### config.mk
export PLATFORM = sky130hd
export DESIGN_NAME = osd_uart_tx_sched_flat
export DESIGN_NICKNAME = d
export VERILOG_FILES = /design/src/rtl/osd_uart_tx_sched_pkg.sv /design/src/rtl/osd_uart_tx_sched_if.sv /design/src/rtl/osd_uart_tx_sched_rr_arb3.sv /design/src/rtl/osd_uart_tx_sched.sv /design/src/flat_wrapper.sv
export SDC_FILE = /design/constraint.sdc
export NUM_CORES = 1
export LEC_CHECK = 0
export CAP_MARGIN = 20
export CORE_MARGIN = 10
export CORE_UTILIZATION = 52
export CTS_CLUSTER_DIAMETER = 30
export DETAILED_ROUTE_END_ITERATION = 16
export PLACE_DENSITY = 0.75
export SYNTH_ARGS = -nofsm -noshare
export SYNTH_HDL_FRONTEND = slang
export SYNTH_SLANG_ARGS = --single-unit
### constraint.sdc
create_clock -name clk -period 2.1 [get_ports clk]
set_input_delay 0.42 -clock clk [delete_from_list [all_inputs] [get_ports clk]]
set_output_delay 0.42 -clock clk [all_outputs]
set_load 0.03 [all_outputs]
### src/rtl/osd_uart_tx_sched_pkg.sv
// Shared types and constants for the OSD UART transmit scheduler.
// Pure definitions; no logic and no latency.
// No flow control here; consumers apply the handshakes.
package osd_uart_tx_sched_pkg;

  // Scheduler FSM states
  typedef enum logic [1:0] {
    ST_IDLE  = 2'd0,
    ST_LOAD  = 2'd1,
    ST_SEND  = 2'd2,
    ST_DRAIN = 2'd3
  } state_e;

  // Requester identities, also the encoding reported on grant_id
  localparam logic [1:0] REQ_KBD = 2'd0;
  localparam logic [1:0] REQ_EVT = 2'd1;
  localparam logic [1:0] REQ_PDL = 2'd2;

  // Default frame header / command bytes
  localparam logic [7:0] EVT_HDR_DEF = 8'hFE;
  localparam logic [7:0] PDL_CMD_DEF = 8'hFD;

  // Disk status-event byte layout: {powerOn, drive12, dskRW, phaseChange, 2'b00, phases}
  localparam int STS_POWER_ON_BIT  = 7;
  localparam int STS_DRIVE12_BIT   = 6;
  localparam int STS_DSK_RW_BIT    = 5;
  localparam int STS_PHASE_CHG_BIT = 4;
  localparam int STS_PHASES_MSB    = 1;
  localparam int STS_PHASES_LSB    = 0;

  // Keystrokes travel as 7-bit ASCII with the top bit forced low
  function automatic logic [7:0] kbd_byte(input logic [7:0] d);
    return {1'b0, d[6:0]};
  endfunction

  // Next requester id in the 0 -> 1 -> 2 -> 0 rotation
  function automatic logic [1:0] next_req(input logic [1:0] id);
    return (id >= REQ_PDL) ? REQ_KBD : id + 2'd1;
  endfunction

endpackage

### src/rtl/osd_uart_tx_sched_if.sv
// Requester and UART-sender signals of the transmit scheduler.
// Wires only; no latency.
// valid is held by requesters until ready pulses; tx_idle paces the sender side.
interface osd_uart_tx_sched_if;
  logic       kbd_valid;
  logic [7:0] kbd_data;
  logic       kbd_ready;
  logic       evt_valid;
  logic [7:0] evt_data;
  logic       evt_ready;
  logic       pdl_valid;
  logic       pdl_ready;
  logic [7:0] tx_data;
  logic       tx_en;
  logic       tx_idle;

  // Requesters plus UART sender side
  modport master (
    output kbd_valid, kbd_data, evt_valid, evt_data, pdl_valid, tx_idle,
    input  kbd_ready, evt_ready, pdl_ready, tx_data, tx_en
  );

  // Scheduler side
  modport slave (
    input  kbd_valid, kbd_data, evt_valid, evt_data, pdl_valid, tx_idle,
    output kbd_ready, evt_ready, pdl_ready, tx_data, tx_en
  );
endinterface

### src/rtl/osd_uart_tx_sched_rr_arb3.sv
// 3-way round-robin arbiter: search starts one past the last grant.
// Combinational, zero latency.
// No backpressure; the caller decides when a grant is taken.
module rr_arb3
  import osd_uart_tx_sched_pkg::*;
(
  input  logic [2:0] req,
  input  logic [1:0] last_id,
  output logic       gnt_vld,
  output logic [1:0] gnt_id
);

  logic [1:0] c0, c1, c2;

  // Rotate the priority order and pick the first active requester
  always_comb begin
    c0      = next_req(last_id);
    c1      = next_req(c0);
    c2      = next_req(c1);
    gnt_vld = 1'b1;
    gnt_id  = c0;
    if (req[c0]) begin
      gnt_id = c0;
    end else if (req[c1]) begin
      gnt_id = c1;
    end else if (req[c2]) begin
      gnt_id = c2;
    end else begin
      gnt_vld = 1'b0;
      gnt_id  = last_id;
    end
  end

endmodule

### src/rtl/osd_uart_tx_sched.sv
// Schedules keystroke, disk-event and paddle-poll frames onto one UART sender.
// valid at edge k -> ready/LOAD in k+1 -> tx_en from k+2; one frame per IDLE visit.
// Requesters hold valid until ready; each byte waits for the sender's tx_idle handshake, frame dropped on timeout.
module osd_uart_tx_sched
  import osd_uart_tx_sched_pkg::*;
#(
  parameter int unsigned TIMEOUT_CYC = 1024,
  parameter logic [7:0]  EVT_HDR     = EVT_HDR_DEF,
  parameter logic [7:0]  PDL_CMD     = PDL_CMD_DEF
) (
  input  logic                  clk,
  input  logic                  RstN,
  osd_uart_tx_sched_if.slave    bus,
  output logic                  busy,
  output logic [1:0]            grant_id,
  input  logic                  err_clr,
  output logic                  timeout_err
);

  localparam int CW = (TIMEOUT_CYC > 1) ? $clog2(TIMEOUT_CYC) : 1;
  localparam logic [CW-1:0] TMO_LAST = CW'(TIMEOUT_CYC - 1);

  state_e        state_q, state_d;
  logic [1:0]    grant_q, grant_d;
  logic [7:0]    b0_q, b0_d;
  logic [7:0]    b1_q, b1_d;
  logic          two_q, two_d;     // frame carries a second byte
  logic          idx_q, idx_d;     // byte currently on the wire
  logic [7:0]    tx_data_q, tx_data_d;
  logic          tx_en_q, tx_en_d;
  logic          kbd_rdy_q, kbd_rdy_d;
  logic          evt_rdy_q, evt_rdy_d;
  logic          pdl_rdy_q, pdl_rdy_d;
  logic          err_q, err_d;
  logic [CW-1:0] tmo_q, tmo_d;

  logic          arb_vld;
  logic [1:0]    arb_id;

  rr_arb3 u_arb (
    .req     ({bus.pdl_valid, bus.evt_valid, bus.kbd_valid}),
    .last_id (grant_q),
    .gnt_vld (arb_vld),
    .gnt_id  (arb_id)
  );

  // Next-state and output computation for the frame scheduler
  always_comb begin
    state_d   = state_q;
    grant_d   = grant_q;
    b0_d      = b0_q;
    b1_d      = b1_q;
    two_d     = two_q;
    idx_d     = idx_q;
    tx_data_d = tx_data_q;
    tx_en_d   = tx_en_q;
    kbd_rdy_d = 1'b0;
    evt_rdy_d = 1'b0;
    pdl_rdy_d = 1'b0;
    tmo_d     = tmo_q;
    // A clear loses to a timeout raised in the same cycle (set below)
    err_d     = err_clr ? 1'b0 : err_q;

    case (state_q)
      ST_IDLE: begin
        if (arb_vld) begin
          grant_d = arb_id;
          idx_d   = 1'b0;
          tmo_d   = '0;
          state_d = ST_LOAD;
          case (arb_id)
            REQ_KBD: begin
              b0_d      = kbd_byte(bus.kbd_data);
              two_d     = 1'b0;
              kbd_rdy_d = 1'b1;
            end
            REQ_EVT: begin
              b0_d      = EVT_HDR;
              b1_d      = bus.evt_data;
              two_d     = 1'b1;
              evt_rdy_d = 1'b1;
            end
            default: begin
              b0_d      = PDL_CMD;
              two_d     = 1'b0;
              pdl_rdy_d = 1'b1;
            end
          endcase
        end
      end
      ST_LOAD: begin
        tx_data_d = idx_q ? b1_q : b0_q;
        tx_en_d   = 1'b1;
        tmo_d     = '0;
        state_d   = ST_SEND;
      end
      ST_SEND: begin
        if (!bus.tx_idle) begin
          tx_en_d = 1'b0;
          state_d = ST_DRAIN;
        end else if (tmo_q == TMO_LAST) begin
          // Sender never started: drop the whole frame
          tx_en_d = 1'b0;
          err_d   = 1'b1;
          tmo_d   = '0;
          state_d = ST_IDLE;
        end else begin
          tmo_d = tmo_q + CW'(1);
        end
      end
      ST_DRAIN: begin
        if (bus.tx_idle) begin
          if (two_q && !idx_q) begin
            idx_d   = 1'b1;
            state_d = ST_LOAD;
          end else begin
            state_d = ST_IDLE;
          end
        end
      end
      default: begin
        state_d = ST_IDLE;
        tx_en_d = 1'b0;
      end
    endcase
  end

  // State and registered outputs; reset aborts any frame in flight
  always_ff @(posedge clk or negedge RstN) begin
    if (!RstN) begin
      state_q   <= ST_IDLE;
      grant_q   <= REQ_PDL;
      b0_q      <= 8'h00;
      b1_q      <= 8'h00;
      two_q     <= 1'b0;
      idx_q     <= 1'b0;
      tx_data_q <= 8'h00;
      tx_en_q   <= 1'b0;
      kbd_rdy_q <= 1'b0;
      evt_rdy_q <= 1'b0;
      pdl_rdy_q <= 1'b0;
      err_q     <= 1'b0;
      tmo_q     <= '0;
    end else begin
      state_q   <= state_d;
      grant_q   <= grant_d;
      b0_q      <= b0_d;
      b1_q      <= b1_d;
      two_q     <= two_d;
      idx_q     <= idx_d;
      tx_data_q <= tx_data_d;
      tx_en_q   <= tx_en_d;
      kbd_rdy_q <= kbd_rdy_d;
      evt_rdy_q <= evt_rdy_d;
      pdl_rdy_q <= pdl_rdy_d;
      err_q     <= err_d;
      tmo_q     <= tmo_d;
    end
  end

  assign bus.kbd_ready = kbd_rdy_q;
  assign bus.evt_ready = evt_rdy_q;
  assign bus.pdl_ready = pdl_rdy_q;
  assign bus.tx_data   = tx_data_q;
  assign bus.tx_en     = tx_en_q;
  assign busy          = (state_q != ST_IDLE);
  assign grant_id      = grant_q;
  assign timeout_err   = err_q;

endmodule

### src/flat_wrapper.sv
// flat-port wrapper written by rule: the top's interface ports become plain ports
module osd_uart_tx_sched_flat import osd_uart_tx_sched_pkg::*;
#(
  parameter int unsigned TIMEOUT_CYC = 1024,
  parameter logic [7:0]  EVT_HDR     = EVT_HDR_DEF,
  parameter logic [7:0]  PDL_CMD     = PDL_CMD_DEF
)
  (clk, RstN, busy, grant_id, err_clr, timeout_err, bus_kbd_valid, bus_kbd_data, bus_evt_valid, bus_evt_data, bus_pdl_valid, bus_tx_idle, bus_kbd_ready, bus_evt_ready, bus_pdl_ready, bus_tx_data, bus_tx_en);
  osd_uart_tx_sched_if bus_i ();
  input  logic clk;
  input  logic RstN;
  output logic busy;
  output logic [1:0] grant_id;
  input  logic err_clr;
  output logic timeout_err;
  input wire logic [$bits(bus_i.kbd_valid)-1:0] bus_kbd_valid;
  input wire logic [$bits(bus_i.kbd_data)-1:0] bus_kbd_data;
  input wire logic [$bits(bus_i.evt_valid)-1:0] bus_evt_valid;
  input wire logic [$bits(bus_i.evt_data)-1:0] bus_evt_data;
  input wire logic [$bits(bus_i.pdl_valid)-1:0] bus_pdl_valid;
  input wire logic [$bits(bus_i.tx_idle)-1:0] bus_tx_idle;
  output wire logic [$bits(bus_i.kbd_ready)-1:0] bus_kbd_ready;
  output wire logic [$bits(bus_i.evt_ready)-1:0] bus_evt_ready;
  output wire logic [$bits(bus_i.pdl_ready)-1:0] bus_pdl_ready;
  output wire logic [$bits(bus_i.tx_data)-1:0] bus_tx_data;
  output wire logic [$bits(bus_i.tx_en)-1:0] bus_tx_en;
  assign bus_i.kbd_valid = bus_kbd_valid;
  assign bus_i.kbd_data = bus_kbd_data;
  assign bus_i.evt_valid = bus_evt_valid;
  assign bus_i.evt_data = bus_evt_data;
  assign bus_i.pdl_valid = bus_pdl_valid;
  assign bus_i.tx_idle = bus_tx_idle;
  assign bus_kbd_ready = bus_i.kbd_ready;
  assign bus_evt_ready = bus_i.evt_ready;
  assign bus_pdl_ready = bus_i.pdl_ready;
  assign bus_tx_data = bus_i.tx_data;
  assign bus_tx_en = bus_i.tx_en;
  osd_uart_tx_sched #(.TIMEOUT_CYC(TIMEOUT_CYC), .EVT_HDR(EVT_HDR), .PDL_CMD(PDL_CMD)) u_core (.clk(clk), .RstN(RstN), .bus(bus_i), .busy(busy), .grant_id(grant_id), .err_clr(err_clr), .timeout_err(timeout_err));
endmodule
==> results.yml <==
route:
  drt-pass1-iter-count: 4
  vias: 1765
  wl_per_cell_um: 15.2
  drtAntennaViolNets: 0
  drcViolationCount: 0
  wirelength_um: 4760
  initialDrtViolationCount: 62
  viasPerCell: 5.64
timing:
  tightest_slew_ns: 0.587
  tns_ns: 0
  fin_crit_ns: 1.97
  clock_skew_ns: 0.00613
  worst_slew_margin_rel_pct: 60.7
  timing.final.hold_violations: 0
  fin_crit_sh_pct: 93.6
  slew_viol_final: 0
  whs_ns: 0.189
  max_freq_mhz: 509
  rsz0062_at_grt: "no"
  finalSetupViolations: 0
worst_setup_path:
  critPathRequiredTime_ns: 1.68
  endpoint_kind: "output port"
  worstPathMaxFanout: 5
  start_kind: "flop"
  cp.arrival_ns: 1.55
  path_class: "flop to output port"
logic_synthesis:
  ys_ff_latch: 45
  yosysWarnings: 0
  synth_top_area_share_pct: 49.8
  synth_nets: 239
  synthTopCellsByArea: "dfrtp_1 50%, mux2i_1 5.4%, mux2_2 4.6%, a21oi_1 4.1%, ha_1 2.8%"
  synth_area_um2: 2210
  synth_flop_cell: "dfrtp_1"
  synthCells: 211
  yosys.area.top_type: "dfrtp_1"
  synth_cell_types: 45
  synth_edf_count: 0
  avgSynthCellArea_um2: 10.5
  yosysSeqAreaShare_pct: 51.0
  ys_async_sr_fraction_pct: 100
cts:
  htree_levels: 2
  numCtsBuffers: 5
  cts_tree: "built"
  clock_latency_ns: 0.30
  clock-root-buffer: "clkbuf_8"
  path_clk_slew_ns: 0.09
  clk_path_buf_depth: 2
  cts.sink_count: 45
final_layout:
  multi_input_area_um2: 995
  regArea_um2: 1130
  drive_gt1_share_pct: 16.0
  n_fill_cell: 321
  nets: 290
  area_growth_pct: 26.8
  fin_area_um2: 2810
  n_antenna_cell: 0
  layoutNonFillerInstCount: 313
  utilization_pct: 69.1
worst_hold_path:
  hold_class: "primary input to async pin"
placed_design:
  dpl_cell_area_um2: 2710
  dpl.hpwl_um: 3520
  dp_cells: 305
  port_buffers: 37
  gp_congestion: 0.829
floorplanning:
  die_h_um: 85.2
  initial_utilization_pct: 54.5
  die_x_um: 85.2
  rows: 23
  dieArea_um2: 7260
  io_pins: 39
  core-area_um2: 4060
global_routing:
  grt_first_pass_wirelength_um: 8290
  grt_overflow: 0
  antenna_found_initial: 0
  grt_use_total_pct: 13.7
  grt_pass1_vias: 1739
  grt_max_degree: 46
pwr:
  ir_drop_mv: 0.707
  powerDensity_nw_per_um2: 1290
  p_leak_nw: 1.18
run_status:
  status: "finished, final reports clean"
flow_run:
  max_cap_viol_count: 0
==> cell type report <==
| cell class | instances | area share [%] |
|---|---|---|
| Tap cell | 50 | 2.23 |
| Multi-Input combinational cell | 144 | 35.5 |
| Clock inverter | 2 | 0.535 |
| Sequential cell | 45 | 40.2 |
| Inverter | 13 | 1.74 |
| Timing Repair Buffer | 53 | 17.3 |
| Clock buffer | 6 | 2.59 |
==> synth_stat cells, drive strengths merged, types with 3 or more instances <==
master	instances
dfrtp	44
a21oi	18
nand2	15
inv	13
nor2	13
mux2i	12
o21ai	11
mux2	9
nand3	6
buf	5
ha	5
nor3	5
o22a	5
clkbuf	4
o22ai	4
a21o	3
and4	3
nand4	3
==> logic make-up after synthesis <==
| group | share of synthesized area, % |
|---|---|
| and+or+nand+nor | 14.1 |
| AOI/OAI and AO/OA | 17.8 |
| adders and majority gates | 2.83 |
| buffers and inverters | 4.30 |
| muxes | 10.0 |
| DFF | 51.0 |
==> state kept, by name, indices dropped and copies added, names as in the netlist, 2 cells and up <==
register / cells
u_core.tmo_q: 10
u_core.b1_q: 8
u_core.state_q: 2
u_core.b0_q: 8
u_core.grant_id: 2
u_core.bus.tx_data: 8
==> through the flow <==
stage                     setup slack, ns  power (mW)
after floorplan                     0.287        2.46
after global placement           -0.00605        3.07
after detailed placement          -0.0244        3.11
after CTS                          0.0916        3.64
after global routing               0.0227        3.88
final                               0.134        3.62
==> layout by cell type, fill, tap and decap left out, types with 2 or more instances in the layout <==
cell type | netlist | final
buf_4 | 0 | 16
o21ai_0 | 9 | 9
and4_1 | 3 | 3
dfrtp_1 | 44 | 44
nor2_1 | 13 | 13
a31o_2 | 2 | 2
nand4_1 | 3 | 3
a22o_1 | 2 | 2
nand3_1 | 6 | 6
clkbuf_8 | 0 | 5
mux2i_1 | 12 | 12
clkinvlp_4 | 0 | 2
o22a_1 | 5 | 5
a21o_1 | 3 | 3
nand2_1 | 15 | 15
and3_1 | 2 | 2
o22ai_1 | 4 | 4
nor2b_1 | 2 | 2
nand2b_1 | 2 | 2
mux2_2 | 9 | 9
clkdlybuf4s50_1 | 0 | 35
inv_1 | 13 | 13
ha_1 | 5 | 5
o31ai_1 | 2 | 2
a21oi_1 | 18 | 18
a2bb2oi_1 | 2 | 2
nor3_1 | 5 | 5
o211ai_1 | 2 | 2
==> worst paths after layout <==
path,from,slack [ns],end,cells past startpoint
worst max-delay path,u_core.state_q[0],0.13,busy,4
worst min-delay path,RstN,0.19,u_core.b1_q[4],2
worst max register to register,u_core.state_q[1],0.20,u_core.state_q[1],6
worst min register to register,u_core.b0_q[5],0.49,u_core.b0_q[5],1
max in group asynchronous,RstN,1.53,u_core.grant_id[1],2
min in group clk,u_core.b0_q[5],0.49,u_core.b0_q[5],1
==> report_power, final <==
part	internal [mW]	switching [mW]
registers	1.18	0.191
logic	0.790	0.931
clock network	0.235	0.300
total	2.20	1.42
==> layer usage <==
| layer | vias up | GRT usage (%) | part of all wire, % |
|---|---|---|---|
| met4 | 0 | 4.49 | 1.4 |
| met3 | 6 | 4.11 | 5.3 |
| met1 | 854 | 18.1 | 50 |
| met2 | 34 | 20.8 | 44 |
| li1 | 871 | - | - |
| met5 | - | 0 | 0 |
==> worst max-delay path: stages, from the launching register on <==
cell           delay, ns
dfrtp_1             0.40
inv_1               0.09
ha_1                0.26
inv_1               0.09
dlygate4sd2_1       0.41
==> repair_timing <==
item / 4_1_cts / 5_1_grt
setup endpoints to repair: 1 / 4
buffers inserted: 0 / 0
gates resized for setup: 1 / 1
hold buffers: 0 / 0
Note: power is estimated with default switching activity, not from simulation.
